## config.mk

```make
export PLATFORM = sky130hd
export DESIGN_NAME = instr_encoder_flat
export DESIGN_NICKNAME = d
export VERILOG_FILES = /design/src/rtl/instr_encoder_if.sv /design/src/rtl/instr_encoder.sv /design/src/flat_wrapper.sv
export SDC_FILE = /design/constraint.sdc
export NUM_CORES = 1
export LEC_CHECK = 0
export ABC_AREA = 1
export BUFFER_PORTS_ARGS = -buffer_cell sky130_fd_sc_hd__clkbuf_2
export CORE_AREA = 2 2 96 98
export DETAILED_ROUTE_END_ITERATION = 10
export DIE_AREA = 0 0 98 100
export PLACE_DENSITY_LB_ADDON = 0.25
export SYNTH_ARGS = -nofsm -noshare
export SYNTH_HDL_FRONTEND = slang
export SYNTH_SLANG_ARGS = --single-unit
```

## constraint.sdc

```tcl
create_clock -name clk -period 3.7 [get_ports clk]
set_input_delay 0.555 -clock clk [delete_from_list [all_inputs] [get_ports clk]]
set_output_delay 0.555 -clock clk [all_outputs]
set_load 0.1 [all_outputs]
```

## src/rtl/instr_encoder_if.sv

```systemverilog
// ============================================================================
// Module  : instr_encoder_if
// Brief   : Instruction-offer, configuration and IM write-port bundle for
//           instr_encoder.
// Revision: 1.0
// ============================================================================
`default_nettype none

interface instr_encoder_if #(
    parameter int ADDR_W = 10
);
    logic              cfg_load;
    logic [ADDR_W-1:0] cfg_base;
    logic              in_valid;
    logic              in_ready;
    logic [4:0]        in_mn;
    logic [4:0]        in_rs;
    logic [4:0]        in_rt;
    logic [4:0]        in_rd;
    logic [4:0]        in_sa;
    logic [31:0]       in_imm;
    logic              im_we;
    logic              im_ready;
    logic [ADDR_W-1:0] im_addr;
    logic [31:0]       im_wdata;
    logic [ADDR_W:0]   wr_count;
    logic              full;
    logic              ovf;

    modport slave (
        input  cfg_load, cfg_base, in_valid, in_mn, in_rs, in_rt, in_rd, in_sa, in_imm, im_ready,
        output in_ready, im_we, im_addr, im_wdata, wr_count, full, ovf
    );

    modport master (
        output cfg_load, cfg_base, in_valid, in_mn, in_rs, in_rt, in_rd, in_sa, in_imm, im_ready,
        input  in_ready, im_we, im_addr, im_wdata, wr_count, full, ovf
    );
endinterface

`default_nettype wire

```

## src/rtl/instr_encoder.sv

```systemverilog
// ============================================================================
// Module  : instr_encoder
// Brief   : Encodes symbolic instructions into MIPS words and writes them
//           sequentially into IM; li expands to lui/ori.
// Revision: 1.0
// ============================================================================
`default_nettype none

module instr_encoder #(
    parameter int ADDR_W = 10
) (
    input  wire logic        clk,
    input  wire logic        rst,
    instr_encoder_if.slave   bus
);

    localparam logic [1:0] c_IDLE     = 2'd0;
    localparam logic [1:0] c_EMIT     = 2'd1;
    localparam logic [1:0] c_EMIT_LI1 = 2'd2;
    localparam logic [1:0] c_EMIT_LI2 = 2'd3;

    localparam logic [ADDR_W:0] c_CAP_M1 = {1'b0, {ADDR_W{1'b1}}};
    localparam logic [4:0]      c_MN_LI  = 5'd31;

    logic [1:0]        r_state;
    logic [1:0]        w_state_nx;
    logic              r_we;
    logic [31:0]       r_wdata;
    logic [31:0]       r_lo;
    logic [ADDR_W-1:0] r_base;
    logic [ADDR_W:0]   r_count;
    logic              r_full;
    logic              r_ovf;

    logic [31:0]       w_word;
    logic [31:0]       w_li_lo;
    logic              w_in_ready;
    logic              w_done;
    logic              w_last;
    logic              w_accept;
    logic              w_is_li;

    function automatic logic [31:0] f_r(input logic [4:0] rs, input logic [4:0] rt,
                                        input logic [4:0] rd, input logic [4:0] sa,
                                        input logic [5:0] fn);
        return {6'h00, rs, rt, rd, sa, fn};
    endfunction

    function automatic logic [31:0] f_i(input logic [5:0] op, input logic [4:0] rs,
                                        input logic [4:0] rt, input logic [15:0] imm);
        return {op, rs, rt, imm};
    endfunction

    // Each mnemonic forwards only the fields its format uses; the rest stay zero.
    always_comb begin
        w_word  = 32'h0;
        w_li_lo = 32'h0;
        case (bus.in_mn)
            5'd0:  w_word = 32'h0;
            5'd1:  w_word = f_i(6'h23, bus.in_rs, bus.in_rt, bus.in_imm[15:0]);
            5'd2:  w_word = f_i(6'h2B, bus.in_rs, bus.in_rt, bus.in_imm[15:0]);
            5'd3:  w_word = f_i(6'h08, bus.in_rs, bus.in_rt, bus.in_imm[15:0]);
            5'd4:  w_word = f_i(6'h09, bus.in_rs, bus.in_rt, bus.in_imm[15:0]);
            5'd5:  w_word = f_i(6'h0D, bus.in_rs, bus.in_rt, bus.in_imm[15:0]);
            5'd6:  w_word = f_i(6'h0F, 5'd0, bus.in_rt, bus.in_imm[15:0]);
            5'd7:  w_word = f_i(6'h04, bus.in_rs, bus.in_rt, bus.in_imm[15:0]);
            5'd8:  w_word = f_i(6'h05, bus.in_rs, bus.in_rt, bus.in_imm[15:0]);
            5'd9:  w_word = {6'h02, bus.in_imm[25:0]};
            5'd10: w_word = {6'h03, bus.in_imm[25:0]};
            5'd11: w_word = f_i(6'h07, bus.in_rs, 5'd0, bus.in_imm[15:0]);
            5'd12: w_word = f_i(6'h06, bus.in_rs, 5'd0, bus.in_imm[15:0]);
            5'd13: w_word = f_i(6'h0A, bus.in_rs, bus.in_rt, bus.in_imm[15:0]);
            5'd14: w_word = f_i(6'h0B, bus.in_rs, bus.in_rt, bus.in_imm[15:0]);
            5'd15: w_word = f_r(bus.in_rs, bus.in_rt, bus.in_rd, 5'd0, 6'h24);
            5'd16: w_word = f_r(bus.in_rs, bus.in_rt, bus.in_rd, 5'd0, 6'h25);
            5'd17: w_word = f_r(bus.in_rs, bus.in_rt, bus.in_rd, 5'd0, 6'h26);
            5'd18: w_word = f_r(bus.in_rs, bus.in_rt, bus.in_rd, 5'd0, 6'h20);
            5'd19: w_word = f_r(bus.in_rs, bus.in_rt, bus.in_rd, 5'd0, 6'h21);
            5'd20: w_word = f_r(bus.in_rs, bus.in_rt, bus.in_rd, 5'd0, 6'h22);
            5'd21: w_word = f_r(bus.in_rs, bus.in_rt, bus.in_rd, 5'd0, 6'h23);
            5'd22: w_word = f_r(5'd0, bus.in_rt, bus.in_rd, bus.in_sa, 6'h00);
            5'd23: w_word = f_r(5'd0, bus.in_rt, bus.in_rd, bus.in_sa, 6'h02);
            5'd24: w_word = f_r(bus.in_rs, 5'd0, 5'd0, 5'd0, 6'h08);
            5'd25: w_word = f_r(bus.in_rs, 5'd0, bus.in_rd, 5'd0, 6'h09);
            5'd26: w_word = f_r(bus.in_rs, bus.in_rt, bus.in_rd, 5'd0, 6'h2A);
            5'd27: w_word = f_r(bus.in_rs, bus.in_rt, bus.in_rd, 5'd0, 6'h2B);
            5'd28: w_word = f_r(bus.in_rs, bus.in_rt, bus.in_rd, 5'd0, 6'h07);
            5'd29: w_word = f_i(6'h01, bus.in_rs, 5'h01, bus.in_imm[15:0]);
            5'd30: w_word = f_i(6'h01, bus.in_rs, 5'h00, bus.in_imm[15:0]);
            5'd31: begin
                w_word  = f_i(6'h0F, 5'd0, bus.in_rt, bus.in_imm[31:16]);
                w_li_lo = f_i(6'h0D, bus.in_rt, bus.in_rt, bus.in_imm[15:0]);
            end
        endcase
    end

    assign w_done   = r_we & bus.im_ready;
    assign w_last   = w_done & (r_count == c_CAP_M1);
    assign w_accept = bus.in_valid & w_in_ready;
    assign w_is_li  = (bus.in_mn == c_MN_LI);

    always_ff @(posedge clk or posedge rst) begin
        if (rst) begin
            r_state <= c_IDLE;
        end else begin
            r_state <= w_state_nx;
        end
    end

    always_comb begin
        w_state_nx = r_state;
        if (bus.cfg_load) begin
            w_state_nx = c_IDLE;
        end else begin
            case (r_state)
                c_IDLE: begin
                    if (w_accept) w_state_nx = w_is_li ? c_EMIT_LI1 : c_EMIT;
                end
                c_EMIT, c_EMIT_LI2: begin
                    if (w_done) begin
                        if (w_accept) w_state_nx = w_is_li ? c_EMIT_LI1 : c_EMIT;
                        else          w_state_nx = c_IDLE;
                    end
                end
                c_EMIT_LI1: begin
                    if (w_done) w_state_nx = w_last ? c_IDLE : c_EMIT_LI2;
                end
                default: w_state_nx = c_IDLE;
            endcase
        end
    end

    // Refuse a new word on the completion that fills IM so nothing is pending while full.
    always_comb begin
        w_in_ready = 1'b0;
        case (r_state)
            c_IDLE:             w_in_ready = 1'b1;
            c_EMIT, c_EMIT_LI2: w_in_ready = bus.im_ready & ~w_last;
            default:            w_in_ready = 1'b0;
        endcase
        w_in_ready = w_in_ready & ~r_full & ~bus.cfg_load;
    end

    always_ff @(posedge clk or posedge rst) begin
        if (rst) begin
            r_we    <= 1'b0;
            r_wdata <= 32'h0;
            r_lo    <= 32'h0;
            r_base  <= '0;
            r_count <= '0;
            r_full  <= 1'b0;
            r_ovf   <= 1'b0;
        end else if (bus.cfg_load) begin
            r_we    <= 1'b0;
            r_base  <= bus.cfg_base;
            r_count <= '0;
            r_full  <= 1'b0;
            r_ovf   <= 1'b0;
        end else begin
            if (w_done) begin
                r_count <= r_count + 1'b1;
                if (w_last) r_full <= 1'b1;
                if (w_last && (r_state == c_EMIT_LI1)) r_ovf <= 1'b1;
            end
            if (w_accept) begin
                r_we    <= 1'b1;
                r_wdata <= w_word;
                r_lo    <= w_li_lo;
            end else if (w_done && (r_state == c_EMIT_LI1) && !w_last) begin
                r_wdata <= r_lo;
            end else if (w_done) begin
                r_we <= 1'b0;
            end
        end
    end

    assign bus.in_ready = w_in_ready;
    assign bus.im_we    = r_we;
    assign bus.im_addr  = r_base + r_count[ADDR_W-1:0];
    assign bus.im_wdata = r_wdata;
    assign bus.wr_count = r_count;
    assign bus.full     = r_full;
    assign bus.ovf      = r_ovf;

endmodule

`default_nettype wire

```

## src/flat_wrapper.sv

```systemverilog
// flat-port wrapper written by rule: the top's interface ports become plain ports
module instr_encoder_flat 
#(
    parameter int ADDR_W = 10
)
  (clk, rst, bus_cfg_load, bus_cfg_base, bus_in_valid, bus_in_mn, bus_in_rs, bus_in_rt, bus_in_rd, bus_in_sa, bus_in_imm, bus_im_ready, bus_in_ready, bus_im_we, bus_im_addr, bus_im_wdata, bus_wr_count, bus_full, bus_ovf);
  instr_encoder_if #(.ADDR_W(ADDR_W)) bus_i ();
  input  wire logic clk;
  input  wire logic rst;
  input wire logic [$bits(bus_i.cfg_load)-1:0] bus_cfg_load;
  input wire logic [$bits(bus_i.cfg_base)-1:0] bus_cfg_base;
  input wire logic [$bits(bus_i.in_valid)-1:0] bus_in_valid;
  input wire logic [$bits(bus_i.in_mn)-1:0] bus_in_mn;
  input wire logic [$bits(bus_i.in_rs)-1:0] bus_in_rs;
  input wire logic [$bits(bus_i.in_rt)-1:0] bus_in_rt;
  input wire logic [$bits(bus_i.in_rd)-1:0] bus_in_rd;
  input wire logic [$bits(bus_i.in_sa)-1:0] bus_in_sa;
  input wire logic [$bits(bus_i.in_imm)-1:0] bus_in_imm;
  input wire logic [$bits(bus_i.im_ready)-1:0] bus_im_ready;
  output wire logic [$bits(bus_i.in_ready)-1:0] bus_in_ready;
  output wire logic [$bits(bus_i.im_we)-1:0] bus_im_we;
  output wire logic [$bits(bus_i.im_addr)-1:0] bus_im_addr;
  output wire logic [$bits(bus_i.im_wdata)-1:0] bus_im_wdata;
  output wire logic [$bits(bus_i.wr_count)-1:0] bus_wr_count;
  output wire logic [$bits(bus_i.full)-1:0] bus_full;
  output wire logic [$bits(bus_i.ovf)-1:0] bus_ovf;
  assign bus_i.cfg_load = bus_cfg_load;
  assign bus_i.cfg_base = bus_cfg_base;
  assign bus_i.in_valid = bus_in_valid;
  assign bus_i.in_mn = bus_in_mn;
  assign bus_i.in_rs = bus_in_rs;
  assign bus_i.in_rt = bus_in_rt;
  assign bus_i.in_rd = bus_in_rd;
  assign bus_i.in_sa = bus_in_sa;
  assign bus_i.in_imm = bus_in_imm;
  assign bus_i.im_ready = bus_im_ready;
  assign bus_in_ready = bus_i.in_ready;
  assign bus_im_we = bus_i.im_we;
  assign bus_im_addr = bus_i.im_addr;
  assign bus_im_wdata = bus_i.im_wdata;
  assign bus_wr_count = bus_i.wr_count;
  assign bus_full = bus_i.full;
  assign bus_ovf = bus_i.ovf;
  instr_encoder #(.ADDR_W(ADDR_W)) u_core (.clk(clk), .rst(rst), .bus(bus_i));
endmodule
```

==> impl_metrics.tcl <==
set metrics [dict create \
    outcome "finished clean" \
    htree_levels 3 \
    dieWidth_um 98 \
    clk_pin_slew_worst_paths_ps 90 \
    antennaDiodeCount 0 \
    reg2reg_slack_ps 1240 \
    finClkSkew_ps 14.2 \
    syn-num-nets 795 \
    fin_crit_ps 3450 \
    drt_iter0_drc 266 \
    start_util_pct 55.5 \
    syn_inst 712 \
    coreArea_um2 8890 \
    final_common_cell "nand2_1" \
    cts_buffers 9 \
    setup_viol 0 \
    hold_viol_final 0 \
    synth_area_um2 4930 \
    final_cell_mix "nand2_1 (284), clkbuf_2 (127), inv_1 (80)" \
    dp_hpwl_um 10100 \
    worstSetupPathType "reg2out" \
    fp-row-count 35 \
    clk_latency_ps 350 \
    syn_to_final_growth_pct 18.2 \
    fillerInstances 815 \
    grt_pass1_wl_um 22700 \
    hold_slack_ps 311 \
    fmax_ghz 0.290 \
    crit_fanout 6 \
    cts_setup_buffers 0 \
    syn_avg_cell_area_um2 6.93 \
    cts.path.max_buffers 2 \
    vdd_drop_max_mv 0.325 \
    p_clk_share_pct 21.5 \
    slew_headroom_pct 44.4 \
    drv_cap 0 \
    ys_ff_latch 79 \
    dp_cells 929 \
    p_per_area_nw_per_um2 568 \
    swShare_pct 51.0 \
    grt_overflow 0 \
    portBuffers 127 \
    vias_per_cell 5.29 \
    grt_antenna_before_repair 0 \
    yosysSeqAreaShare_pct 40.1 \
    crit_arrival_ps 2900 \
    ant_nets 0 \
    finalMaxSlewViolations 0 \
    die_area_um2 9800 \
    cts.sinks 79 \
    root_buffer "clkbuf_8" \
    p_switching_uw 1690 \
    wirelength_um 13700 \
    rsz0062_at_grt "false" \
    io_pins 129 \
    die_h_um 100 \
    drive_gt1_share_pct 21.2 \
    total_leakage_power_uw 0.00327 \
    track_usage_pct 28.5 \
    drtPass1Iterations 5 \
    finalNetCount 912 \
    cts_tree "done" \
    route.detailed.drc 0 \
    pre_cts_ws_ps 447 \
    holdCritPathClass "in2async" \
    cp-end-kind "primary output" \
    combPwrFrac_pct 46.2 \
    internal-power_uw 1620 \
    required_ps 3140 \
    yosysWarnings 0 \
    num_vias 4998 \
    fin_ws_ps 246 \
    grt_start_max_net_pins 49 \
    gp_congestion 0.925 \
    period_share_pct 93.3 \
    worstSetupStartpointType "flop" \
    seq_power_share_pct 32.2 \
    tightest_slew_ps 833 \
    grt_pass1_vias 4770 \
    yosys.cell_types.count 42 \
    wl_per_cell_um 14.5 \
    fin_cells 945 \
]
-- worst max-delay path: stages (launching register included) --
cell      delay [ps]
dfrtp_1          440
ha_1             240
inv_1             80
fa_1             410
o21ai_1          380
nand4_1          130
o211ai_1         230
xor2_4           160
clkbuf_2         470
-- timing repair --
action,CTS,global route
gates resized for setup,0,1
hold buffers,0,0
endpoints found under the hold margin,0,0
endpoints found under the setup margin,0,2
-- state kept, by name, summed over array words and instances (netlist names) --
signal and count:
u_core.bus.im_we 1, u_core.bus.im_wdata 31, u_core.bus.wr_count 11, u_core.bus.ovf 1, u_core.r_state 2, u_core.r_base 10
u_core.bus.full 1, u_core.r_lo 22
-- through the flow --
stage	total power, µW	utilization, %	TNS (ps)	cell area [µm²]
3_3_place_gp	2590	63.2	0	5620
6_report	3310	65.6	0	5830
3_5_place_dp	2610	63.2	0	5620
4_1_cts	3320	65.6	0	5830
2_1_floorplan	2350	-	-307	4990
5_1_grt	3460	65.6	0	5830
-- final timing paths --
kind                                                    startpoint                             endpoint  cells past startpoint
min in group clk                                   bus_cfg_base[8]         u_core.r_base[8]$_DFFE_PP0P_                      3
worst min register to register        u_core.r_base[4]$_DFFE_PP0P_         u_core.r_base[4]$_DFFE_PP0P_                      2
worst max-delay path            u_core.bus.wr_count[0]$_DFFE_PP0P_                       bus_im_addr[8]                      8
worst max register to register  u_core.bus.wr_count[1]$_DFFE_PP0P_  u_core.bus.im_wdata[16]$_DFFE_PP0P_                     12
worst min-delay path                                           rst  u_core.bus.im_wdata[17]$_DFFE_PP0P_                      2
max in group asynchronous                                      rst          u_core.r_lo[23]$_DFFE_PP0P_                      3
-- synthesized netlist by cell type, drive strengths merged --
cell type | number | area [µm²]
ha | 10 | 125
xor2 | 4 | 35.0
o311ai | 1 | 8.76
o22ai | 1 | 6.26
inv | 85 | 324
o31ai | 2 | 15.0
nand4 | 10 | 75.1
a21oi | 30 | 154
nand3b | 1 | 20.0
nor3 | 7 | 46.3
fa | 1 | 20.0
nand2 | 291 | 1110
conb | 1 | 3.75
nand3 | 37 | 198
xnor2 | 5 | 43.8
a211oi | 1 | 7.51
or2 | 1 | 6.26
clkbuf | 10 | 42.5
a21o | 1 | 7.51
dfrtp | 79 | 1980
buf | 16 | 143
clkinv | 1 | 3.75
o21ai | 70 | 350
nor2 | 45 | 189
o211ai | 2 | 15.0
-- layer usage --
| metal | GRT usage (%) | vias up | part of all wire (%) |
|---|---|---|---|
| li1 | - | 2474 | - |
| met1 | 37.2 | 2327 | 44 |
| met2 | 48.7 | 171 | 48 |
| met3 | 4.87 | 26 | 5.7 |
| met4 | 9.51 | 0 | 2.4 |
| met5 | 0 | - | 0 |
-- cells by family after synthesis --
group	after synthesis	share of synthesized area, %
AND/OR/NAND/NOR	392	33.4
buffers and inverters	112	10.4
AO/OA/AOI/OAI	108	11.4
flip-flops	79	40.1
adder cells (fa/ha/maj)	11	2.94
XOR/XNOR	9	1.60
other	1	0.0760
-- cell type report --
cell class                 count  area, µm²  share of cell area [%]
clock buffer                  11        131                    2.25
clock inverter                 5       81.3                    1.40
inverter                      86        329                    5.65
multi-input combinational    521       2500                    42.9
sequential                    79       1980                    33.9
tap                          111        139                    2.38
timing repair buffer         132        673                    11.6
-- power groups by stage --
stage                     sequential, µW  clock (µW)  combinational, µW
after detailed placement            1080           0               1530
after CTS                           1070         723               1530
after global routing                1080         759               1620
after floorplan                     1850           0                501
final                               1070         713               1530
after global placement              1080           0               1520
Note: power is estimated with default switching activity, not from simulation.
